--- src/rtl/spi_target.sv ---
// Purpose : SPI mode-0 target exposing an NREGS x DATA_W register bank to a remote
//           initiator, with burst writes/reads and address auto-increment.
// Latency : 3 clk from pin edge to internal event; write commits 1 clk after the
//           8th rise is detected; miso updates 1 clk after the detected edge.
// Backpressure: none. The initiator paces everything through sclk, and sclk
//           half-periods must be at least 4 clk.
//
// Ports:
//   i_clk, i_reset     system clock, synchronous active-high reset
//   i_sclk, i_ss       SPI clock (idle low) and active-low select, asynchronous
//   i_mosi / o_miso    serial data in / out, MSB first
//   i_loc_addr         local read address; o_loc_rdata = regs[i_loc_addr]
//   o_wr_valid         one-clk strobe per committed SPI write, with o_wr_addr/o_wr_data
//   o_busy             synchronized ss is low
//   o_spi_irq          end-of-frame pulse for frames that wrote something
//
// Optional feature macro: SPI_TGT_IRQ_EN builds the end-of-frame interrupt.
// When it is undefined, o_spi_irq is tied to 0.

module spi_target #(
    parameter  int DATA_W = 8,
    parameter  int NREGS  = 8,
    localparam int AW     = $clog2(NREGS)
) (
    input  logic              i_clk,
    input  logic              i_reset,
    input  logic              i_sclk,
    input  logic              i_ss,
    input  logic              i_mosi,
    output logic              o_miso,
    input  logic [AW-1:0]     i_loc_addr,
    output logic [DATA_W-1:0] o_loc_rdata,
    output logic              o_wr_valid,
    output logic [AW-1:0]     o_wr_addr,
    output logic [DATA_W-1:0] o_wr_data,
    output logic              o_busy,
    output logic              o_spi_irq
);

    localparam int BW = $clog2(DATA_W);

    typedef enum logic [2:0] {
        ST_IDLE,
        ST_CMD,
        ST_WDATA,
        ST_RDATA,
        ST_WAIT_SS
    } state_t;

    state_t r_state;
    state_t w_state_nxt;

    // ------------------------------------------------------------------
    // Input synchronizers and edge history.
    // These are left out of reset on purpose. The reset decision (IDLE or
    // WAIT_SS) must see the true ss level. Resetting the chain would also
    // fake an ss edge when reset is released in the middle of a frame.
    // ------------------------------------------------------------------
    logic r_sclk_s1, r_sclk_s2, r_sclk_d;
    logic r_ss_s1,   r_ss_s2,   r_ss_d;
    logic r_mosi_s1, r_mosi_s2;

    always_ff @(posedge i_clk) begin
        r_sclk_s1 <= i_sclk;
        r_sclk_s2 <= r_sclk_s1;
        r_sclk_d  <= r_sclk_s2;
        r_ss_s1   <= i_ss;
        r_ss_s2   <= r_ss_s1;
        r_ss_d    <= r_ss_s2;
        r_mosi_s1 <= i_mosi;
        r_mosi_s2 <= r_mosi_s1;
    end

    logic w_sclk_rise, w_sclk_fall, w_ss_rise, w_ss_fall;

    assign w_sclk_rise = r_sclk_s2 & ~r_sclk_d;
    assign w_sclk_fall = ~r_sclk_s2 & r_sclk_d;
    assign w_ss_rise   = r_ss_s2 & ~r_ss_d;
    assign w_ss_fall   = ~r_ss_s2 & r_ss_d;

    // ------------------------------------------------------------------
    // Datapath registers
    // ------------------------------------------------------------------
    logic [BW-1:0]     r_bitcnt;
    logic [DATA_W-2:0] r_rx_sr;     // bits received so far; the byte completes with mosi
    logic [DATA_W-2:0] r_tx_sr;     // bits still to send; the MSB goes straight to miso
    logic [AW-1:0]     r_addr;
    logic              r_miso;
    logic              r_wr_valid;
    logic [AW-1:0]     r_wr_addr;
    logic [DATA_W-1:0] r_wr_data;
    logic [DATA_W-1:0] r_regs [NREGS];

    logic [DATA_W-1:0] w_rx_byte;
    logic              w_last_bit;
    logic              w_cmd_rw;
    logic [DATA_W-2:AW] w_cmd_rsv;
    logic [AW-1:0]     w_cmd_addr;

    assign w_rx_byte  = {r_rx_sr, r_mosi_s2};
    assign w_last_bit = w_sclk_rise && (r_bitcnt == BW'(DATA_W - 1));
    assign w_cmd_rw   = w_rx_byte[DATA_W-1];
    assign w_cmd_rsv  = w_rx_byte[DATA_W-2:AW];
    assign w_cmd_addr = w_rx_byte[AW-1:0];

    // Control strobes from the FSM to the datapath
    logic w_clr_cnt;
    logic w_shift_rx;
    logic w_cmd_wr;
    logic w_cmd_rd;
    logic w_commit;
    logic w_rd_reload;
    logic w_tx_shift;
    logic w_miso_clr;

    // ------------------------------------------------------------------
    // FSM state register
    // ------------------------------------------------------------------
    always_ff @(posedge i_clk) begin
        if (i_reset) begin
            // A reset in the middle of a frame idles until the initiator
            // ends the frame, so the leftover bytes are never interpreted.
            r_state <= r_ss_s2 ? ST_IDLE : ST_WAIT_SS;
        end else begin
            r_state <= w_state_nxt;
        end
    end

    // ------------------------------------------------------------------
    // FSM next state and control
    // ------------------------------------------------------------------
    always_comb begin
        w_state_nxt = r_state;
        w_clr_cnt   = 1'b0;
        w_shift_rx  = 1'b0;
        w_cmd_wr    = 1'b0;
        w_cmd_rd    = 1'b0;
        w_commit    = 1'b0;
        w_rd_reload = 1'b0;
        w_tx_shift  = 1'b0;
        w_miso_clr  = 1'b0;

        unique case (r_state)
            ST_IDLE: begin
                w_miso_clr = 1'b1;
                if (w_ss_fall) begin
                    w_clr_cnt   = 1'b1;
                    w_state_nxt = ST_CMD;
                end
            end
            ST_CMD: begin
                if (w_sclk_rise) begin
                    w_shift_rx = 1'b1;
                    if (w_last_bit) begin
                        if (w_cmd_rsv != '0) begin
                            w_state_nxt = ST_WAIT_SS;
                        end else if (w_cmd_rw) begin
                            w_cmd_wr    = 1'b1;
                            w_state_nxt = ST_WDATA;
                        end else begin
                            w_cmd_rd    = 1'b1;
                            w_state_nxt = ST_RDATA;
                        end
                    end
                end
            end
            ST_WDATA: begin
                if (w_sclk_rise) begin
                    w_shift_rx = 1'b1;
                    w_commit   = w_last_bit;
                end
            end
            ST_RDATA: begin
                if (w_sclk_rise) begin
                    w_shift_rx  = 1'b1;
                    w_rd_reload = w_last_bit;
                end
                // The fall right after a byte boundary (bitcnt back at 0)
                // must leave the freshly loaded MSB on miso. Only the falls
                // after bits 1..7 advance the shifter.
                if (w_sclk_fall && (r_bitcnt != '0)) begin
                    w_tx_shift = 1'b1;
                end
            end
            ST_WAIT_SS: begin
                w_miso_clr = 1'b1;
            end
            default: begin
                w_state_nxt = ST_IDLE;
            end
        endcase

        // End of frame wins over everything except the byte that completes
        // in this same cycle. That byte's commit strobe is left untouched.
        if (w_ss_rise) begin
            w_state_nxt = ST_IDLE;
            w_miso_clr  = 1'b1;
        end
    end

    // ------------------------------------------------------------------
    // Datapath
    // ------------------------------------------------------------------
    always_ff @(posedge i_clk) begin
        if (i_reset) begin
            r_bitcnt   <= '0;
            r_rx_sr    <= '0;
            r_tx_sr    <= '0;
            r_addr     <= '0;
            r_miso     <= 1'b0;
            r_wr_valid <= 1'b0;
            r_wr_addr  <= '0;
            r_wr_data  <= '0;
            for (int i = 0; i < NREGS; i++) begin
                r_regs[i] <= '0;
            end
        end else begin
            r_wr_valid <= w_commit;

            if (w_clr_cnt) begin
                r_bitcnt <= '0;
            end else if (w_shift_rx) begin
                r_bitcnt <= w_last_bit ? '0 : r_bitcnt + 1'b1;
            end

            if (w_shift_rx) begin
                r_rx_sr <= w_rx_byte[DATA_W-2:0];
            end

            if (w_cmd_wr) begin
                r_addr <= w_cmd_addr;
            end

            if (w_cmd_rd) begin
                r_tx_sr <= r_regs[w_cmd_addr][DATA_W-2:0];
                r_addr  <= w_cmd_addr + 1'b1;
            end

            if (w_commit) begin
                r_regs[r_addr] <= w_rx_byte;
                r_wr_addr      <= r_addr;
                r_wr_data      <= w_rx_byte;
                r_addr         <= r_addr + 1'b1;
            end

            if (w_rd_reload) begin
                r_tx_sr <= r_regs[r_addr][DATA_W-2:0];
                r_addr  <= r_addr + 1'b1;
            end

            if (w_tx_shift) begin
                r_tx_sr <= {r_tx_sr[DATA_W-3:0], 1'b0};
            end

            if (w_miso_clr) begin
                r_miso <= 1'b0;
            end else if (w_cmd_rd) begin
                r_miso <= r_regs[w_cmd_addr][DATA_W-1];
            end else if (w_rd_reload) begin
                r_miso <= r_regs[r_addr][DATA_W-1];
            end else if (w_tx_shift) begin
                r_miso <= r_tx_sr[DATA_W-2];
            end
        end
    end

    // ------------------------------------------------------------------
    // End-of-frame interrupt
    // ------------------------------------------------------------------
`ifdef SPI_TGT_IRQ_EN
    logic r_wr_seen;
    logic r_irq;

    always_ff @(posedge i_clk) begin
        if (i_reset) begin
            r_wr_seen <= 1'b0;
            r_irq     <= 1'b0;
        end else begin
            // Include a write that commits in the same cycle as ss rising.
            r_irq <= w_ss_rise & (r_wr_seen | w_commit);
            if (w_ss_rise) begin
                r_wr_seen <= 1'b0;
            end else if (w_commit) begin
                r_wr_seen <= 1'b1;
            end
        end
    end

    assign o_spi_irq = r_irq;
`else
    assign o_spi_irq = 1'b0;
`endif

    assign o_miso      = r_miso;
    assign o_loc_rdata = r_regs[i_loc_addr];
    assign o_wr_valid  = r_wr_valid;
    assign o_wr_addr   = r_wr_addr;
    assign o_wr_data   = r_wr_data;
    assign o_busy      = ~r_ss_s2;

endmodule

--- config.mk ---
export PLATFORM = sky130hd
export DESIGN_NAME = spi_target
export DESIGN_NICKNAME = d
export VERILOG_FILES = /design/src/rtl/spi_target.sv
export SDC_FILE = /design/constraint.sdc
export NUM_CORES = 1
export LEC_CHECK = 0
export BUFFER_PORTS_ARGS = -buffer_cell sky130_fd_sc_hd__buf_2
export CAP_MARGIN = 20
export CORE_MARGIN = 4
export CORE_UTILIZATION = 65
export DETAILED_ROUTE_END_ITERATION = 7
export MAX_ROUTING_LAYER = met4
export PLACE_DENSITY = 0.84
export SYNTH_ARGS = -nofsm -noshare
export SYNTH_HDL_FRONTEND = slang
export SYNTH_SLANG_ARGS = --single-unit
--- constraint.sdc ---
create_clock -name i_clk -period 4.9 [get_ports i_clk]
set_clock_uncertainty 0.05 [all_clocks]
set_input_delay 0.245 -clock i_clk [delete_from_list [all_inputs] [get_ports i_clk]]
set_output_delay 0.245 -clock i_clk [all_outputs]
set_load 0.005 [all_outputs]
==> flow_summary.toml <==
[hold_path]
holdPathEnd = "r_ss_s2"
hold_class = "reg -> reg"
whs_path_depth = 0
hold_start = "r_ss_s1"

[sta]
setup_viol = 0
maxSlewHeadroom_pct = 30.90
fin_setup_tns_ns = 0
worst_pin_slew_ns = 1.035
period_minus_slack_ns = 3.678
rsz0062_at_grt = "false"
max_freq_mhz = 271.9
final-hold-violation-count = 0
period_share_pct = 75.06
drv_slew = 0

[critical_path]
startpoint_type = "flop"
slowest_delay_ns = 0.95
r2r_setup_slack_ns = 1.22
r2r-end = "r_regs[6][1]"
worstPathMaxFanout = 20
path_common_cell = "ha_1"
cp-startpoint = "r_bitcnt[0]"
r2r_cells = 6
arrival_ns = 3.69
slowest_stage = "nor4_1"
crit_required_ns = 4.92
end_kind = "flop"
path_cells = "ha_1, ha_1, and3b_1, nand2_1, nor4_1, or2_1"
crit-reg2reg-launch = "r_bitcnt[0]"
path_class = "reg -> reg"

[synthesis]
synth_seq_cells = 111
postSynth.asyncResetShare_pct = 0
mappedNetlistArea_sq_um = 5934
synth.yosys.seq_area_share_pct = 48.75
syn-instance-count = 487
synth_top_area_share_pct = 33.90
synthesis.nets = 500
synth_edf_count = 67
synth.distinct_cells = 56
syn_avg_cell_area_sq_um = 12.19
synth.area.top_cells = "edfxtp_1 34%, mux4_2 16%, dfxtp_1 15%"
yosysWarnings = 0
synthFlopType = "edfxtp_1"
synth_area_leader_cell = "edfxtp_1"

[power]
clockPowerShare_pct = 31.9
pwr-share-comb_pct = 9.1
peakVddDrop_mv = 0.1662
p_sw_share_pct = 26.73
p_int_w = 0.001304
p_seq_share_pct = 59.0
p_switching_w = 0.0004758
p_per_area_nw_per_um2 = 281.9
p_leak_nw = 2.254

[drt]
avgViaCountPerCell = 6.799
num_vias = 4100
drc = 0
detail-route-antenna-nets = 0
firstDrtPassIters = 5
drt_iter0_markers = 379
wl_per_cell_microns = 22.87
routed_wirelength_microns = 13790

[clock_network]
htree_levels = 3
cts.sinks = 111
clk_latency_ns = 0.38
postCtsSetupBuffers = 0
cts_buffers = 9
path_clk_slew_ns = 0.12
tritoncts = "built"
clk_path_buf_depth = 2
clockRootBuffer = "clkbuf_8"

[global_routing]
grt_pass1_vias = 4139
overflow = 0
grt_pass1_wl_microns = 22440
antenna_found_initial = 0
grt_max_degree = 48
gr-usage-all-layers_pct = 27.28

[die]
start_util_pct = 67.39
die_y_microns = 103.6
core_area_sq_um = 8806
io_pins = 31
dieArea_sq_um = 10720
fp.dieW_microns = 103.6
row_count = 34

[layout]
antennaDiodeCount = 0
final_cell_mix = "67 x edfxtp_1, 64 x and2_1, 44 x dfxtp_1"
layout.nets = 503
final_common_cell = "edfxtp_1"
drive_above_1_share_pct = 22.02
area_growth_pct = 6.409
post-route-util_pct = 71.71
nFillCells = 602

[run]
cap_violations = 0

[status]
status = "completed"

[placed_design]
numPortBuffers = 29
hpwl_microns = 9739
gp_congestion = 0.8898
power by group through the flow:
stage	registers, W	clock network, W	logic, W
CTS	0.00105	0.000569	0.000160
global placement	0.00107	0	0.000152
finish	0.00105	0.000568	0.000162
detailed placement	0.00107	0	0.000158
floorplan	0.00105	0	0.000138
global route	0.00106	0.000606	0.000176
through the flow:
stage | setup WS (ns) | area, sq um | std cells | power [W] | hold WS [ns]
global route | 0.9373 | 6315 | 603 | 0.001837 | 0.3044
finish | 1.222 | 6315 | 603 | 0.001780 | 0.2982
CTS | 1.300 | 6287 | 602 | 0.001779 | 0.2992
detailed placement | 1.322 | 6052 | 583 | 0.001229 | 0.2690
floorplan | 2.550 | 5934 | 487 | 0.001185 | 0.2227
global placement | 1.542 | 6052 | 583 | 0.001220 | 0.2610
kinds of logic (layout without fill, tap and decap cells):
kind of cell	count (synthesis)	count (layout)	share of synthesized area [%]
compound gates	56	56	6.115
other cells	1	1	0.06319
buf+inv	49	57	3.436
xor+xnor	2	2	0.2952
flops	111	111	48.75
mux	74	74	21.80
simple gates	189	189	18.49
fa+ha+maj	5	5	1.054
metal layers:
layer,routed length (microns),global-route usage [%]
met5,0,-
met2,6910,44.67
met3,1463,6.841
met4,162,5.793
met1,5254,35.07
critical path: cells and delay by family (launching register included):
family | cells | cell delay [ns]
adder cells (fa/ha/maj) | 2 | 0.38
flip-flops | 1 | 0.40
AND/OR/NAND/NOR | 4 | 2.54
registers in the layout (all words and copies together) (netlist names), named ones only:
name / count
r_ss_d: 1
r_bitcnt: 3
r_ss_s1: 1
r_sclk_s1: 1
r_regs: 64
r_mosi_s1: 1
r_sclk_d: 1
o_miso: 1
r_mosi_s2: 1
r_tx_sr: 7
r_state: 3
r_ss_s2: 1
r_addr: 3
o_wr_data: 8
o_wr_valid: 1
r_sclk_s2: 1
o_wr_addr: 3
r_rx_sr: 7
worst max path at each step:
stage | end | cells past startpoint
after floorplan | r_regs[1][0] | 7
after global placement | r_regs[6][2] | 6
after detailed placement | r_regs[6][1] | 6
after CTS | r_regs[6][7] | 6
after global routing | r_regs[4][5] | 6
final | r_regs[6][1] | 6
synthesized netlist by cell type (2+ instances only):
master and instances:
a211oi_1 3, a21oi_1 22, a22oi_1 5, a41oi_1 5
and2_1 64, and3_1 2, buf_1 4, buf_2 9
buf_4 2, clkbuf_1 28, dfxtp_1 44, edfxtp_1 67
ha_1 5, inv_1 4, mux2_2 12, mux2i_1 19
mux4_2 43, nand2_1 24, nand2b_1 15, nand3_1 20
nand3b_1 3, nand4_1 6, nor2_1 16, nor2b_1 5
nor3_1 5, nor4_1 6, o211ai_1 5, o21ai_0 4
o21ai_1 2, or2_1 8, or3_1 2, or3b_1 2
or4_1 3
layout make-up:
class                      count  area, sq um  area share (%)
sequential                   111         2893           45.81
multi-input combinational    327         2838           44.94
timing repair buffer          36        225.2           3.566
tap                          108        135.1           2.140
clock buffer                   9        123.9           1.962
clock inverter                 7        81.33           1.288
inverter                       5        18.77          0.2972
what timing repair did:
item | CTS | global route
resized for setup | 0 | 0
endpoints found under the hold margin | 3 | 0
hold buffers | 3 | 0
(Power assumes the default switching activity.)
